$ cat config.mk
export PLATFORM = sky130hd
export DESIGN_NAME = mem_arbiter
export DESIGN_NICKNAME = d
export VERILOG_FILES = /design/src/rtl/mem_arbiter.sv
export SDC_FILE = /design/constraint.sdc
export NUM_CORES = 1
export LEC_CHECK = 0
export BUFFER_PORTS_ARGS = -buffer_cell sky130_fd_sc_hd__buf_2
export CAP_MARGIN = 20
export CORE_MARGIN = 2
export CORE_UTILIZATION = 49
export CTS_BUF_LIST = sky130_fd_sc_hd__clkbuf_2
export DETAILED_ROUTE_END_ITERATION = 16
export GPL_TIMING_DRIVEN = 1
export PLACE_DENSITY = 0.82
export SLEW_MARGIN = 20
export SYNTH_ARGS = -nofsm -noshare
export SYNTH_HDL_FRONTEND = slang
export SYNTH_SLANG_ARGS = --single-unit
$ cat constraint.sdc
create_clock -name i_clk -period 2.4 [get_ports i_clk]
set_input_delay 0.48 -clock i_clk [delete_from_list [all_inputs] [get_ports i_clk]]
set_output_delay 0.48 -clock i_clk [all_outputs]
set_load 0.01 [all_outputs]
$ cat src/rtl/mem_arbiter.sv
// Arbitrates CPU instruction-fetch and data ports onto one single-ported memory via req/ack.
// Define MEM_ARB_IBUF_EN to add a one-entry fetch buffer that serves repeat fetches without memory.
module mem_arbiter #(
  parameter int unsigned ADDR_W    = 32,
  parameter int unsigned DATA_PRIO = 1,
  parameter int unsigned TIMEOUT   = 255
) (
  input  logic              i_clk,
  input  logic              i_rst_n,
  input  logic [ADDR_W-1:0] i_addr_i,
  output logic [31:0]       o_data_in_i,
  output logic              o_valid_i,
  input  logic [ADDR_W-1:0] i_addr_d,
  input  logic              i_rd_d,
  input  logic [3:0]        i_we_d,
  input  logic [31:0]       i_data_out_d,
  output logic [31:0]       o_data_in_d,
  output logic              o_valid_d,
  output logic              o_mem_req,
  output logic [ADDR_W-1:0] o_mem_addr,
  output logic              o_mem_rd,
  output logic [3:0]        o_mem_we,
  output logic [31:0]       o_mem_wdata,
  input  logic [31:0]       i_mem_rdata,
  input  logic              i_mem_ack,
  output logic              o_err
);

  localparam int unsigned CntW = (TIMEOUT > 0) ? $clog2(TIMEOUT + 1) : 1;

  typedef enum logic [1:0] {StIdle, StFetch, StData, StResp} state_e;

  state_e            state_q, state_d;
  logic [CntW-1:0]   cnt_q, cnt_d;
  logic              last_data_q, last_data_d;
  logic              resp_data_q, resp_data_d;
  logic [ADDR_W-1:0] mem_addr_q, mem_addr_d;
  logic              mem_rd_q, mem_rd_d;
  logic [3:0]        mem_we_q, mem_we_d;
  logic [31:0]       mem_wdata_q, mem_wdata_d;
  logic [31:0]       data_i_q, data_i_d;
  logic [31:0]       data_d_q, data_d_d;

  logic data_req, store_req, grant_data, busy, timeout;
  logic ibuf_hit;
  logic [31:0] ibuf_data;

  assign store_req  = |i_we_d;
  assign data_req   = i_rd_d | store_req;
  // With alternation, fetch is always pending, so any data request is a conflict.
  assign grant_data = data_req & ((DATA_PRIO != 0) | ~last_data_q);
  assign busy       = (state_q == StFetch) || (state_q == StData);
  assign timeout    = (TIMEOUT != 0) && (cnt_q == CntW'(TIMEOUT));

`ifdef MEM_ARB_IBUF_EN
  logic              buf_valid_q, buf_valid_d;
  logic [ADDR_W-3:0] buf_word_q, buf_word_d;
  logic [31:0]       buf_data_q, buf_data_d;

  assign ibuf_hit  = ~grant_data & buf_valid_q & (buf_word_q == i_addr_i[ADDR_W-1:2]);
  assign ibuf_data = buf_data_q;

  always_comb begin
    buf_valid_d = buf_valid_q;
    buf_word_d  = buf_word_q;
    buf_data_d  = buf_data_q;
    if (busy && i_mem_ack && !resp_data_q) begin
      buf_valid_d = 1'b1;
      buf_word_d  = mem_addr_q[ADDR_W-1:2];
      buf_data_d  = i_mem_rdata;
    end else if (state_q == StIdle && grant_data && store_req &&
                 i_addr_d[ADDR_W-1:2] == buf_word_q) begin
      buf_valid_d = 1'b0;
    end
  end

  always_ff @(posedge i_clk or negedge i_rst_n) begin
    if (!i_rst_n) begin
      buf_valid_q <= 1'b0;
      buf_word_q  <= '0;
      buf_data_q  <= '0;
    end else begin
      buf_valid_q <= buf_valid_d;
      buf_word_q  <= buf_word_d;
      buf_data_q  <= buf_data_d;
    end
  end
`else
  assign ibuf_hit  = 1'b0;
  assign ibuf_data = '0;
`endif

  always_ff @(posedge i_clk or negedge i_rst_n) begin
    if (!i_rst_n) begin
      state_q     <= StIdle;
      cnt_q       <= '0;
      last_data_q <= 1'b1;
      resp_data_q <= 1'b0;
      mem_addr_q  <= '0;
      mem_rd_q    <= 1'b0;
      mem_we_q    <= '0;
      mem_wdata_q <= '0;
      data_i_q    <= '0;
      data_d_q    <= '0;
    end else begin
      state_q     <= state_d;
      cnt_q       <= cnt_d;
      last_data_q <= last_data_d;
      resp_data_q <= resp_data_d;
      mem_addr_q  <= mem_addr_d;
      mem_rd_q    <= mem_rd_d;
      mem_we_q    <= mem_we_d;
      mem_wdata_q <= mem_wdata_d;
      data_i_q    <= data_i_d;
      data_d_q    <= data_d_d;
    end
  end

  always_comb begin
    state_d = state_q;
    case (state_q)
      StIdle: begin
        if (ibuf_hit)        state_d = StResp;
        else if (grant_data) state_d = StData;
        else                 state_d = StFetch;
      end
      StFetch, StData: begin
        // Ack beats a simultaneous timeout.
        if (i_mem_ack)    state_d = StResp;
        else if (timeout) state_d = StIdle;
      end
      StResp:  state_d = StIdle;
      default: state_d = StIdle;
    endcase
  end

  always_comb begin
    cnt_d       = cnt_q;
    last_data_d = last_data_q;
    resp_data_d = resp_data_q;
    mem_addr_d  = mem_addr_q;
    mem_rd_d    = mem_rd_q;
    mem_we_d    = mem_we_q;
    mem_wdata_d = mem_wdata_q;
    data_i_d    = data_i_q;
    data_d_d    = data_d_q;
    if (state_q == StIdle) begin
      cnt_d       = '0;
      last_data_d = grant_data;
      resp_data_d = grant_data;
      if (grant_data) begin
        mem_addr_d  = i_addr_d;
        mem_rd_d    = ~store_req;
        mem_we_d    = i_we_d;
        mem_wdata_d = store_req ? i_data_out_d : 32'h0;
      end else begin
        mem_addr_d  = i_addr_i;
        mem_rd_d    = 1'b1;
        mem_we_d    = '0;
        mem_wdata_d = 32'h0;
        if (ibuf_hit) data_i_d = ibuf_data;
      end
    end else if (busy) begin
      if (i_mem_ack) begin
        cnt_d = '0;
        if (resp_data_q) data_d_d = mem_rd_q ? i_mem_rdata : 32'h0;
        else             data_i_d = i_mem_rdata;
      end else begin
        cnt_d = cnt_q + CntW'(1);
      end
    end
  end

  always_comb begin
    o_mem_req = busy;
    o_mem_rd  = busy & mem_rd_q;
    o_mem_we  = busy ? mem_we_q : 4'h0;
    o_err     = busy & timeout & ~i_mem_ack;
    // A fetch whose address moved during flight is stale and is dropped silently.
    o_valid_i = (state_q == StResp) & ~resp_data_q & (mem_addr_q == i_addr_i);
    o_valid_d = (state_q == StResp) & resp_data_q & data_req;
  end

  assign o_mem_addr  = mem_addr_q;
  assign o_mem_wdata = mem_wdata_q;
  assign o_data_in_i = data_i_q;
  assign o_data_in_d = data_d_q;

endmodule

==> metrics.md, run 1 <==
| Metric | Value |
|---|---|
| Status | `finished, violations left` |
| Failing checks | `negative setup slack` |
| Cell taking the most area after synthesis | `dfrtp_1` |
| Worst VDD drop | `0.000712 V` |
| Worst relative slew slack | `57.0%` |
| Setup violations, final | `2` |
| Worst skew pair latency | `730 ps` |
| Final non-filler cell total | `1157` |
| Crit share post-route | `112%` |
| GR Util All Layers | `27.5%` |
| Crit Reg-Reg Startpoint | `state_q[0]$_DFFE_PN0P_` |
| Measured slew at the worst slew-check pin | `644 ps` |
| Post-route cell area | `0.00910 mm²` |
| RSZ-0062 raised after global routing | `yes` |
| Final Hold Fails | `0` |
| Final wirelength | `19000 µm` |
| WP data arrival | `2210 ps` |
| Via density | `5.03` |
| I/O Pins | `273` |
| Multiplexer area fraction after synthesis | `11.6%` |
| Final HPWL DP | `12100 µm` |
| Clk slew on worst S/H paths | `200 ps` |
| Cells on worst reg2reg path | `8` |
| Compound-Gate Fraction of Synth Area | `9.06%` |
| Port bufs | `272` |
| Area Overhead vs Synth | `42.9%` |
| Max Cap Violations | `0` |
| Worst-path maximum fanout | `2` |
| WL/cell | `16.4 µm` |
| Initial core utilization | `50.3%` |
| Synth top area share | `56.6%` |
| Drt first-iter violations | `315` |
| Final GP Congestion | `0.873` |
| Mapped Cells | `616` |
| Avg Cell Area, Syn | `10.3 µm²` |
| Ys flop type | `dfrtp_1` |
| CP Launch Type | `flip-flop` |
| Largest family of logic cells by synthesized area | `simple AND/OR/NAND/NOR gates` |
| Min-Delay Path Depth | `3` |
| Synth Warn # | `0` |
| First-pass GRT wire length | `30000 µm` |
| Die footprint | `0.0139 mm²` |
| Library cells used by synthesis | `32` |
| Worst-case clock buffer depth | `2` |
| Largest net degree at the start of global routing | `75` |
| Worst flop-to-flop path endpoint | `o_data_in_i[22]$_DFFE_PN0P_` |
| Routed Antenna Nets | `0` |
| Register area share after synthesis | `56.6%` |
| Mapped Nets | `756` |
| H-tree depth | `4` |
| Chip width | `118 µm` |
| Hold Crit Start | `i_addr_d[17]` |
| Crit Path Class | `flip-flop to output port` |
| Crit end category | `output port` |
| Sink Count | `144` |
| Initial antenna violation count | `3` |
| Pre-Repair DR Iteration Count | `4` |
| Congestion Overflow GR | `0` |
| Final #Nets | `1111` |
| Slew Viols, Final | `0` |
| Root buf cell | `clkbuf_2` |
| # rows | `41` |
| CTS tree | `built` |
| Number of CTS-inserted buffers | `17` |
| Pwr/cell area | `1090 mW/mm²` |
| Seq cells post-synth | `144` |
| Synth Area in Simple Gates | `12.3%` |
| Top cells by area, synth | `dfrtp_1 (57%), mux2_2 (6.5%), nand2_1 (6.1%)` |
| Vias in the first global route | `6141` |
| Final setup TNS | `-358 ps` |
| Layout cells sized above 1 | `38.2%` |
| Hold EP | `o_mem_addr[17]$_DFFE_PN0N_` |
| Via count | `5814` |
| EDFF count, synth | `0` |
| Fin worst setup slack | `-289 ps` |
| Async S/R FF share, synth | `100%` |
| Commonest cells after routing, fill and taps aside | `buf_2 (269), dfrtp_1 (143), nand2_1 (104)` |
| Die height | `118 µm` |
| Remaining DRCs | `0` |
| Post-synthesis adder-cell area fraction | `0.786%` |
| Clock skew | `33.8 ps` |
| Worst Setup SP | `o_mem_addr[30]$_DFFE_PN0N_` |
| Post-Syn Area | `0.00637 mm²` |
| Hold WC Path Type | `input port to flip-flop` |
| Core area | `0.0127 mm²` |
| Placed insts | `1033` |
| Worst R2R Setup Slack | `230 ps` |
| Worst path required time | `1920 ps` |
| Post-Synth XOR/XNOR Area | `4.54%` |
| Leak Pwr | `4.57 nW` |
| Commonest non-fill, non-tap cell in the layout | `buf_2` |
| Fmax | `372 MHz` |
| Placed Area | `0.00788 mm²` |
| Fin crit period | `2690 ps` |
power breakdown:
| part | internal [mW] | switching [mW] |
|---|---|---|
| registers | 3.38 | 0.643 |
| clock network | 0.670 | 0.858 |
| logic | 1.87 | 2.47 |
| total | 5.91 | 3.98 |
sequential cells by signal, summed over array words and instances (netlist names):
signal       cells
mem_rd_q         1
state_q          2
mem_we_q         4
o_mem_wdata     32
cnt_q            8
o_data_in_i     32
o_mem_addr      32
resp_data_q      1
o_data_in_d     32
synthesized netlist by cell type (2+ instances only):
cell and number:
a21oi_1 38, and2_1 5, and3_1 2, buf_12 3, buf_2 8, clkbuf_1 24
dfrtp_1 144, ha_1 4, inv_1 35, mux2_2 37, mux2i_1 32, nand2_1 104
nand3_1 5, nand4_1 3, nor2_1 37, nor3_1 3, nor3b_1 2, nor4_1 7
o21ai_0 76, or3_1 4, xnor2_1 3, xor2_1 30
worst max-delay path by stage:
stage                      endpoint  slack, ps  depth (start not counted)
after global placement    o_valid_i        270                          6
after detailed placement  o_valid_d        290                          5
final                     o_valid_i       -290                          6
after floorplan               o_err        610                          4
after global routing      o_valid_i       -430                          6
after CTS                 o_valid_i       -270                          6
layer usage:
layer / GRT usage [%] / wire, µm / vias to the layer above
met5: 0 / 0 / -
met4: 14.2 / 750 / 0
met3: 7.27 / 1090 / 63
met2: 47.3 / 9830 / 236
met1: 31.6 / 7340 / 2759
li1: - / - / 2756
critical path: stages (launching register included):
cell	delay, ps
dfrtp_1	440
xor2_1	160
nor4_2	330
buf_4	180
nand4_1	70
nor3_1	150
buf_2	160
per-stage QoR:
step	power [mW]	setup WS [ps]	hold WS, ps	utilization, %
floorplan	6.24	612	184	-
global placement	7.84	275	424	62.2
detailed placement	7.98	293	422	62.2
CTS	9.70	-267	0.0542	71.0
global route	10.6	-432	0.491	71.9
finish	9.89	-289	41.3	71.9
layout make-up:
cell class / instances / area, µm²
diodes: 3 / 7.51
repair buffers: 372 / 2370
fillers: 905 / 3570
inverters: 35 / 134
well taps: 172 / 215
clock buffers: 18 / 90.1
multi-input cells: 401 / 2510
clock inverters: 12 / 169
flip-flops and latches: 144 / 3600
kinds of logic after synthesis:
kind of cell | after synthesis
multiplexers | 69
AO/OA/AOI/OAI | 115
adder cells (fa/ha/maj) | 4
AND/OR/NAND/NOR | 180
buffers and inverters | 71
XOR/XNOR | 33
flip-flops | 144
repair_timing:
item,4_1_cts,5_1_grt
setup buffers,7,5
gates cloned,0,0
hold buffers,79,0
pin swaps,3,2
resized for setup,5,15
setup endpoints to repair,6,8
endpoints found under the hold margin,202,0
Note: power is estimated with default switching activity, not from simulation.
==> run 2: changes to the inputs <==
--- a/config.mk
+++ b/config.mk
@@ -10,9 +10,11 @@
 export CORE_MARGIN = 2
 export CORE_UTILIZATION = 49
 export CTS_BUF_LIST = sky130_fd_sc_hd__clkbuf_2
+export CTS_CLUSTER_SIZE = 16
 export DETAILED_ROUTE_END_ITERATION = 16
 export GPL_TIMING_DRIVEN = 1
 export PLACE_DENSITY = 0.82
+export RECOVER_POWER = 25
 export SLEW_MARGIN = 20
 export SYNTH_ARGS = -nofsm -noshare
 export SYNTH_HDL_FRONTEND = slang
==> metrics.md, run 2 (synthesized netlist as in run 1, its figures left out) <==
| Metric | Value |
|---|---|
| Crit Reg-Reg Startpoint | `state_q[0]$_DFFE_PN0P_ (unchanged)` |
| Vias in the first global route | `6141 (unchanged)` |
| RSZ-0062 raised after global routing | `yes (unchanged)` |
| Fin worst setup slack | `-272 ps (was -289 ps)` |
| Switching part of the total power | `40.3% (was 40.2%)` |
| Clk slew on worst S/H paths | `200 ps (about the same)` |
| Final #Nets | `1111 (unchanged)` |
| Crit end category | `output port (unchanged)` |
| Final GP Congestion | `0.873 (unchanged)` |
| Initial antenna violation count | `3 (unchanged)` |
| Area Overhead vs Synth | `42.4% (was 42.9%)` |
| CP Launch Type | `flip-flop (unchanged)` |
| Setup violations, final | `2 (unchanged)` |
| Worst path required time | `1920 ps (about the same)` |
| Die footprint | `0.0139 mm² (unchanged)` |
| Commonest cells after routing, fill and taps aside | `buf_2 (269), dfrtp_1 (143), nand2_1 (104) (unchanged)` |
| Fin crit period | `2670 ps (was 2690 ps)` |
| Commonest non-fill, non-tap cell in the layout | `buf_2 (unchanged)` |
| Via density | `5.03 (about the same)` |
| Clock power share | `15.5% (about the same)` |
| Crit Path Class | `flip-flop to output port (unchanged)` |
| Failing checks | `negative setup slack (unchanged)` |
| # rows | `41 (unchanged)` |
| Worst-path maximum fanout | `2 (unchanged)` |
| Hold EP | `o_mem_addr[10]$_DFFE_PN0N_ (was o_mem_addr[17]$_DFFE_PN0N_)` |
| Fmax | `374 MHz (was 372 MHz)` |
| Layout cells sized above 1 | `38.2% (unchanged)` |
| WP data arrival | `2190 ps (was 2210 ps)` |
| Cells on worst reg2reg path | `8 (unchanged)` |
| Worst relative slew slack | `32.8% (was 57.0%)` |
| CP max-delay cell | `dfrtp_1 (unchanged)` |
| Sink Count | `144 (unchanged)` |
| Final Hold Fails | `0 (unchanged)` |
| Clock skew | `37.8 ps (was 33.8 ps)` |
| CTS tree | `built (unchanged)` |
| Hold Crit Start | `i_addr_d[10] (was i_addr_d[17])` |
| Worst-case clock buffer depth | `2 (unchanged)` |
| Max Cap Violations | `0 (unchanged)` |
| Remaining DRCs | `0 (unchanged)` |
| I/O Pins | `273 (unchanged)` |
| Final Core Density | `71.6% (was 71.9%)` |
| Sw power | `3.98 mW (about the same)` |
| Combinational Power Share | `43.8% (was 43.9%)` |
| H-tree depth | `4 (unchanged)` |
| Seq pwr share | `40.7% (was 40.6%)` |
| Port bufs | `272 (unchanged)` |
| Pwr/cell area | `1090 mW/mm² (about the same)` |
| Hold WC Path Type | `input port to flip-flop (unchanged)` |
| Routed Antenna Nets | `0 (unchanged)` |
| WL/cell | `16.4 µm (about the same)` |
| Chip width | `118 µm (unchanged)` |
| Core area | `0.0127 mm² (unchanged)` |
| Congestion Overflow GR | `0 (unchanged)` |
| Drt first-iter violations | `353 (was 315)` |
| Crit path cell chain | `xor2_1 > nor4_2 > buf_4 > nand4_1 > nor3_1 > buf_2 (unchanged)` |
| Worst VDD drop | `0.000712 V (about the same)` |
| Initial core utilization | `50.3% (unchanged)` |
| Min-Delay Path Depth | `3 (unchanged)` |
| Die height | `118 µm (unchanged)` |
| GR Util All Layers | `27.5% (unchanged)` |
| Worst flop-to-flop path endpoint | `o_data_in_i[22]$_DFFE_PN0P_ (unchanged)` |
| Largest net degree at the start of global routing | `75 (unchanged)` |
| Worst skew pair latency | `730 ps (about the same)` |
| Via count | `5820 (was 5814)` |
| Pre-Repair DR Iteration Count | `5 (was 4)` |
| Status | `finished, violations left (unchanged)` |
| P_int | `5.91 mW (about the same)` |
| Final setup TNS | `-341 ps (was -358 ps)` |
| Final HPWL DP | `12100 µm (unchanged)` |
| CP peak stage delay | `440 ps (about the same)` |
| Leak Pwr | `4.55 nW (was 4.57 nW)` |
| Number of CTS-inserted buffers | `17 (unchanged)` |
| Slew Viols, Final | `0 (unchanged)` |
| Final wirelength | `19000 µm (about the same)` |
| Root buf cell | `clkbuf_2 (unchanged)` |
| Worst R2R Setup Slack | `230 ps (about the same)` |
| First-pass GRT wire length | `30000 µm (unchanged)` |
| Measured slew at the worst slew-check pin | `1010 ps (was 644 ps)` |
| Crit share post-route | `111% (was 112%)` |
[run 2: cell count changes in the layout (fill, tap and decap cells not counted), sizes merged]
| cell | before | now |
|---|---|---|
| clkbuf | 18 | 21 |
| buf | 293 | 290 |
[run 2: power groups by stage]
stage	logic, mW	clock network, mW	registers, mW
after floorplan	1.83	0	4.40
after detailed placement	3.94	0	4.03
after CTS	4.16	1.56	3.98
final	4.33	1.53	4.02
after global routing	4.76	1.66	4.14
after global placement	3.84	0	4.00
[run 2: final cells by class]
cell class	count	area (µm²)
inverters	35	134
clock buffers	18	90.1
repair buffers	372	2340
well taps	172	215
diodes	3	7.51
fillers	910	3600
flip-flops and latches	144	3600
clock inverters	12	169
multi-input cells	401	2510
[run 2: how the worst max path moves through the flow]
stage                                from        end  depth (start not counted)
4_1_cts         o_mem_addr[6]$_DFFE_PN0N_  o_valid_i                          6
6_report       o_mem_addr[30]$_DFFE_PN0N_  o_valid_i                          6
3_3_place_gp                 i_addr_i[20]  o_valid_i                          6
2_1_floorplan      state_q[0]$_DFFE_PN0P_      o_err                          4
3_5_place_dp                    i_we_d[3]  o_valid_d                          5
5_1_grt        o_mem_addr[30]$_DFFE_PN0N_  o_valid_i                          6
[run 2: critical path, delay by kind of cell, from the launching register on]
family | cells | cell delay (ps)
buf+inv | 2 | 340
xor+xnor | 1 | 170
flops | 1 | 440
simple gates | 3 | 540
[run 2: stage by stage]
step / setup slack, ps / instance area (µm²) / instances / total power, mW / hold WS [ps]
finish: -272 / 9070 / 1157 / 9.89 / 41.4
detailed placement: 293 / 7880 / 1033 / 7.98 / 422
global route: -432 / 9070 / 1157 / 10.6 / 0.491
floorplan: 612 / 6370 / 616 / 6.24 / 184
global placement: 275 / 7880 / 1033 / 7.84 / 424
CTS: -267 / 9000 / 1149 / 9.70 / 0.0542
[run 2: layer usage]
layer	track usage, %	share of wire [%]
met1	31.6	39
met2	47.3	52
met3	7.27	6.0
met4	14.2	3.8
met5	0	0
[run 2: what timing repair did]
| item | in CTS | in global routing |
|---|---|---|
| pin swaps | 3 | 2 |
| buffers inserted | 7 | 5 |
| gates resized for setup | 5 | 15 |
| setup endpoints to repair | 6 | 8 |
| hold endpoints to repair | 202 | 0 |
| hold buffers | 79 | 0 |
